## config.mk

```make
export PLATFORM = sky130hd
export DESIGN_NAME = mem_lsu
export DESIGN_NICKNAME = d
export VERILOG_FILES = /design/src/rtl/mem_lsu.sv
export SDC_FILE = /design/constraint.sdc
export NUM_CORES = 1
export LEC_CHECK = 0
export BUFFER_PORTS_ARGS = -buffer_cell sky130_fd_sc_hd__buf_2
export CAP_MARGIN = 25
export CORE_ASPECT_RATIO = 0.5
export CORE_MARGIN = 1
export CORE_UTILIZATION = 40
export DETAILED_ROUTE_END_ITERATION = 10
export PLACE_DENSITY = 0.75
export SLEW_MARGIN = 20
export SYNTH_ARGS = -nofsm -noshare
export SYNTH_HDL_FRONTEND = slang
export SYNTH_SLANG_ARGS = --single-unit
```

## constraint.sdc

```tcl
create_clock -name clk -period 1.87 [get_ports clk]
set_input_delay 0.0935 -clock clk [delete_from_list [all_inputs] [get_ports clk]]
set_output_delay 0.0935 -clock clk [all_outputs]
set_load 0.02 [all_outputs]
```

## src/rtl/mem_lsu.sv

```systemverilog
// mem_lsu: memory-stage load/store unit issuing single-outstanding dmem requests.
// Ports: clk, rst_n (async, active-low); ALU_result_M, write_data_M, we_mem_M,
//   wb_ctrl_M, ls_type_M from EX/ME; dmem_req/we/addr/wstrb/wdata out and
//   dmem_ready/rdata in; load_data_M, stall_M, ls_err_M to the pipeline.
// Optional macro MISALIGN_TRAP_EN: trap misaligned / illegal-type accesses on
//   ls_err_M; when undefined, accesses are forced aligned and illegal types act as W.
module mem_lsu #(
    parameter int         ADDR_W      = 32,
    parameter logic [1:0] LOAD_WB_SEL = 2'b01
) (
    input  logic              clk,
    input  logic              rst_n,
    input  logic [31:0]       ALU_result_M,
    input  logic [31:0]       write_data_M,
    input  logic              we_mem_M,
    input  logic [1:0]        wb_ctrl_M,
    input  logic [2:0]        ls_type_M,
    output logic              dmem_req,
    output logic              dmem_we,
    output logic [ADDR_W-1:0] dmem_addr,
    output logic [3:0]        dmem_wstrb,
    output logic [31:0]       dmem_wdata,
    input  logic              dmem_ready,
    input  logic [31:0]       dmem_rdata,
    output logic [31:0]       load_data_M,
    output logic              stall_M,
    output logic              ls_err_M
);

    typedef enum logic [1:0] {IDLE, WAIT, RESP} state_t;

    state_t              state_q;
    logic                req_q, we_q, is_load_q, uns_q;
    logic [ADDR_W-1:0]   addr_q;
    logic [3:0]          wstrb_q;
    logic [31:0]         wdata_q, ld_q;
    logic [1:0]          alo_q, size_q;

    logic       is_store, is_load, mem_op, illegal, err;
    logic [1:0] a, size, alo;
    logic       uns;
    logic [3:0] st_strb;
    logic [31:0] st_data, ld_fmt;
    logic [7:0]  bsel;
    logic [15:0] hsel;

    // A store wins when both store and load are flagged.
    assign is_store = we_mem_M;
    assign is_load  = ~we_mem_M & (wb_ctrl_M == LOAD_WB_SEL);
    assign mem_op   = is_store | is_load;
    assign a        = ALU_result_M[1:0];

    assign illegal = is_store ? (ls_type_M[2] | (ls_type_M[1:0] == 2'b11))
                              : ((ls_type_M[1:0] == 2'b11) || (ls_type_M == 3'b110));

    // Illegal types collapse to a signed word access.
    assign size = illegal ? 2'b10 : ls_type_M[1:0];
    assign uns  = ~illegal & ls_type_M[2];

`ifdef MISALIGN_TRAP_EN
    logic misalign;
    assign misalign = ((size == 2'b01) & a[0]) | ((size == 2'b10) & (a != 2'b00));
    assign err      = mem_op & (illegal | misalign);
`else
    assign err      = 1'b0;
`endif

    // Lane offset seen by formatting; truncated for half/word.
    always_comb begin
        alo = 2'b00;
        unique case (size)
            2'b00:   alo = a;
            2'b01:   alo = {a[1], 1'b0};
            default: alo = 2'b00;
        endcase
    end

    always_comb begin
        st_strb = 4'b1111;
        st_data = write_data_M;
        unique case (size)
            2'b00: begin
                st_strb = 4'b0001 << alo;
                st_data = {4{write_data_M[7:0]}};
            end
            2'b01: begin
                st_strb = 4'b0011 << alo;
                st_data = {2{write_data_M[15:0]}};
            end
            default: ;
        endcase
    end

    assign bsel = dmem_rdata[8*alo_q +: 8];
    assign hsel = dmem_rdata[16*alo_q[1] +: 16];

    always_comb begin
        ld_fmt = dmem_rdata;
        unique case (size_q)
            2'b00:   ld_fmt = {{24{~uns_q & bsel[7]}}, bsel};
            2'b01:   ld_fmt = {{16{~uns_q & hsel[15]}}, hsel};
            default: ld_fmt = dmem_rdata;
        endcase
    end

    always_ff @(posedge clk or negedge rst_n) begin
        if (!rst_n) begin
            state_q   <= IDLE;
            req_q     <= 1'b0;
            we_q      <= 1'b0;
            is_load_q <= 1'b0;
            uns_q     <= 1'b0;
            addr_q    <= '0;
            wstrb_q   <= 4'b0000;
            wdata_q   <= 32'h0;
            ld_q      <= 32'h0;
            alo_q     <= 2'b00;
            size_q    <= 2'b00;
        end else begin
            unique case (state_q)
                IDLE: begin
                    if (mem_op && !err) begin
                        state_q   <= WAIT;
                        req_q     <= 1'b1;
                        we_q      <= is_store;
                        is_load_q <= is_load;
                        uns_q     <= uns;
                        addr_q    <= {ALU_result_M[ADDR_W-1:2], 2'b00};
                        wstrb_q   <= is_store ? st_strb : 4'b0000;
                        wdata_q   <= is_store ? st_data : 32'h0;
                        alo_q     <= alo;
                        size_q    <= size;
                    end
                end
                WAIT: begin
                    if (dmem_ready) begin
                        state_q <= RESP;
                        req_q   <= 1'b0;
                        if (is_load_q)
                            ld_q <= ld_fmt;
                    end
                end
                default: state_q <= IDLE;
            endcase
        end
    end

    assign dmem_req    = req_q;
    assign dmem_we     = we_q;
    assign dmem_addr   = addr_q;
    assign dmem_wstrb  = wstrb_q;
    assign dmem_wdata  = wdata_q;
    assign load_data_M = ld_q;

    assign stall_M  = rst_n & (((state_q == IDLE) & mem_op & ~err) | (state_q == WAIT));
    assign ls_err_M = rst_n & (state_q == IDLE) & err;

endmodule
```

Word level (Yosys, flattened, before mapping):

Index checks and enable logic that the tools add are counted.

* bitwise gates (word level): 12
* mux-type cells: 14
* equal/unequal tests: 8
* shift-type cells: 4
* reduce and logical (&&, ||, !) cells: 9

Operator list (count)
* case mux 32 bit (2 select lines): 2
* two-way mux 32 bit: 1
* variable part select 32 x 6 -> 16 bit: 1
* variable part select 32 x 6 -> 8 bit: 1
* equality test 2 x 1 -> 1 bit (second input constant): 4
* case mux 2 bit (2 select lines): 2
* case mux 4 bit (2 select lines): 1
* bitwise AND 1 bit: 6
* zero test 2 bit: 3
* two-way mux 2 bit: 3
* AND reduction 3 bit: 2
* two-way mux 4 bit: 1
* inequality test 2 bit (second input constant): 2
* AND reduction 2 bit: 2
* << shifter 1 x 2 -> 4 bit (first input constant): 1
* << shifter 2 x 2 -> 4 bit (first input constant): 1
* equality test 3 bit (second input constant): 1
* two-way mux 1 bit: 3
* inverter 1 bit: 3
* bitwise OR 1 bit: 3
* equality test 2 bit (second input constant): 1
* case mux 1 bit (2 select lines): 1
* nonzero test 2 bit: 1
* logical OR 1 bit: 1

* register bits after elaboration: 108
* output and inout bits: 104

Longest topological paths before layout:

* depth after elaboration: 9
* depth in mapped cells: 7
* depth with buffers taken out: 4

Worst setup path after synthesis:

No wires, ideal clock.

* kind: reg2reg
* start point: register state_q[1]
* end point: register ld_q[12], in the netlist load_data_M[12]
* stages on the path, launching flop included: 6
* setup time: 0.090 ns
* data required time: 1.780 ns
* data arrival time: 1.438 ns
* slack: 0.342 ns
* cell sequence: dfrtp_1 nand4b_1 nor2_1 or4b_1 clkbuf_1 o221ai_1

* word-level cells in the longest chain between the ends: 2

Ends and longest elaborated chain
* start, declared: RTL line 32 `state_t state_q;`
* start signal, assigned: RTL line 108 `state_q <= IDLE;`
* start signal, assigned: RTL line 123 `state_q <= WAIT;`
* start signal, assigned: RTL line 137 `state_q <= RESP;`
* equality test 2 x 1 -> 1 bit: RTL line 120 `unique case (state_q)`
* AND reduction 3 bit (no line)
* end signal, assigned: RTL line 140 `ld_q <= ld_fmt;`
* end, declared: RTL line 36 `logic [31:0] wdata_q, ld_q;`

Every way passes these cells.
A chain may end at the register's enable or synchronous reset.

Final worst setup path:

* start point: register state_q[1]
* end point: register ld_q[9], in the netlist load_data_M[9]

Same word-level chain as after synthesis.

==> flow_summary.json <==
{
  "run_status": "complete, no violations",
  "detail_route.vias_per_cell": 5.16,
  "setup.worst_path.start_class": "flop",
  "cp_slowest_stage_delay_ns": 0.56,
  "rows": 28,
  "drt_iter0_markers": 379,
  "rsz0062_at_grt": "no",
  "seq_area_frac_synth_pct": 54.0,
  "worstPathCellList": "nand4b_1 -> nor2_1 -> or4b_4 -> o221ai_1",
  "dieArea_mm2": 0.0130,
  "antenna_left": 0,
  "avgSynthCellArea_um2": 10.4,
  "drcViolationCount": 0,
  "r2r-start": "state_q[1]",
  "critPathMaxFanout": 7,
  "synth_ff_type": "dfrtp_1",
  "cts.sinks": 108,
  "portBuffers": 205,
  "final_nets": 821,
  "fin_crit_sh_pct": 89.3,
  "grt_pass1_wl_um": 22500,
  "antenna_cells": 0,
  "crit_arrival_ns": 1.93,
  "fin_cells": 886,
  "p_leak_nw": 3.47,
  "yosys-top-cells-count": "dfrtp_1, nand2_1, nor2_1",
  "required_ns": 2.12,
  "cts_buffers": 9,
  "crit_start": "state_q[1]",
  "hpwlAfterDp_um": 9780,
  "power.density_mw_per_mm2": 1640,
  "end_kind": "flop",
  "cts_tree": "built",
  "criticalPathCategory": "reg2reg",
  "hold_class": "in2reg",
  "ys.warnings.count": 0,
  "cts_setup_buffers": 0,
  "hold_violations": 0,
  "cap_violations": 0,
  "synthTopCellsByArea": "dfrtp_1, mux2_1, nand2_1, mux2i_1, nand3_1",
  "finalSetupViolations": 0,
  "routabilityCongestion": 0.895,
  "finalSetupTns_ns": 0,
  "grt_pass1_vias": 4389,
  "final_layout_size_suffix_gt1_share_pct": 36.2,
  "dieWidth_um": 160,
  "top_level_ports": 209,
  "clkLatencyLatePin_ns": 0.34,
  "skew_ns": 0.0101,
  "async_flop_share_pct": 100,
  "die_y_um": 81.1,
  "critPathTopFamily": "simple AND/OR/NAND/NOR gates",
  "max_slew_margin_pct": 61.3,
  "start_util_pct": 41.8,
  "synth_seq_cells": 108,
  "post-synth-top-count-cell": "dfrtp_1",
  "yosysTopAreaCellShare_pct": 54.0,
  "core_area_mm2": 0.0120,
  "grtUsageTotal_pct": 22.1,
  "synth_edf_count": 0,
  "dr.pass1.iters": 5,
  "num_vias": 4572,
  "antenna_found_initial": 0,
  "grt_max_degree": 109,
  "synth.distinct_cells": 42,
  "cp_slowest_cell": "or4b_4",
  "wire_per_inst_um": 15.8,
  "synth_area_mm2": 0.00500,
  "ir_drop_mv": 0.638,
  "root_buffer": "clkbuf_16",
  "cts.reportedPaths.clkPinSlew_ns": 0.07,
  "dp_cells": 831,
  "cts_buffer_depth": 2,
  "min_period_ns": 1.67,
  "min-delay-start": "write_data_M[8]",
  "synth_area_leader_cell": "dfrtp_1",
  "worst_slew_pin_slew_ns": 0.580,
  "wirelength_um": 14000,
  "slew_violations": 0,
  "htree_num_levels": 3,
  "fmax_mhz": 599,
  "synthCells": 483,
  "grt_remaining_overflow": 0,
  "crit_buf_inv": 0,
  "area_delta_synth_final_pct": 38.3
}
-- per-stage QoR --
step | hold WS, ns | utilization (%) | setup slack [ns] | instance area [um2] | power, mW
floorplan | -0.202 | - | 0.342 | 5010 | 7.45
global route | 0.0177 | 57.8 | 0.0973 | 6920 | 12.1
CTS | 0.00285 | 57.7 | 0.109 | 6920 | 11.4
finish | 0.0142 | 57.8 | 0.200 | 6920 | 11.3
detailed placement | 0.247 | 52.0 | 0.125 | 6220 | 9.37
global placement | 0.235 | 52.0 | 0.215 | 6220 | 9.24
-- routing by layer --
metal,global-route usage [%],share of wire [%]
met1,27.8,42
met2,38.6,49
met5,0,0
met4,7.90,2.5
met3,4.19,5.9
-- worst paths after layout --
kind                            slack, ns  cells after the start        endpoint
worst max-delay path                 0.20                      4  load_data_M[9]
worst min-delay path                 0.01                      3   dmem_wdata[8]
worst max register to register       0.20                      4  load_data_M[9]
worst min register to register       0.46                      2   dmem_wdata[0]
max in group asynchronous            1.05                      3  load_data_M[9]
min in group asynchronous            0.39                      3  load_data_M[0]
-- tightest hold or removal path: stages --
cell	delay, ns
buf_2	0.08
nor2_1	0.04
o21ai_1	0.11
-- cell usage in the layout (no fill, tap or decap), types with 5 or more instances in the layout --
cell	instances
inv_1	5
dlygate4sd3_1	39
dfrtp_1	108
mux2_2	11
o221ai_1	7
buf_2	204
mux2i_1	24
nand3_1	30
nand3_2	10
buf_4	15
a21oi_1	26
nand2_1	70
a22oi_1	8
o21ai_1	19
o22a_1	7
clkbuf_16	9
mux2_1	29
nor2_1	35
o21ai_0	23
-- timing repair --
action	CTS	global route
hold buffers	39	0
endpoints found under the setup margin	0	3
endpoints found under the hold margin	146	0
resized for setup	0	1
-- layout make-up --
class / count / area, um2
clock buffer: 12 / 246
clock inverter: 4 / 55.1
fill: 1056 / 5060
inverter: 5 / 18.8
multi-input combinational: 331 / 2110
sequential: 108 / 2700
tap: 165 / 206
timing repair buffer: 261 / 1580
-- power breakdown --
| group | total [mW] | internal (mW) | switching (mW) |
|---|---|---|---|
| registers | 4.12 | 3.46 | 0.657 |
| logic | 5.27 | 2.01 | 3.26 |
| clock network | 1.94 | 1.09 | 0.856 |
| total | 11.3 | 6.55 | 4.78 |
-- flip-flops by register name (all words and copies together), names as in the netlist --
signal       cells
dmem_wstrb       4
dmem_addr       30
is_load_q        1
dmem_wdata      32
alo_q            2
size_q           2
dmem_req         1
state_q          2
load_data_M     32
dmem_we          1
uns_q            1
-- logic make-up (layout without fill, tap and decap cells) --
family | count (synthesis) | count (layout) | share of synthesized area (%)
muxes | 64 | 64 | 13.8
DFF | 108 | 108 | 54.0
and+or+nand+nor | 163 | 163 | 15.5
AOI/OAI and AO/OA | 101 | 101 | 12.4
buffers and inverters | 46 | 282 | 4.23
other | 1 | 3 | 0.0750
(Power assumes the default switching activity.)
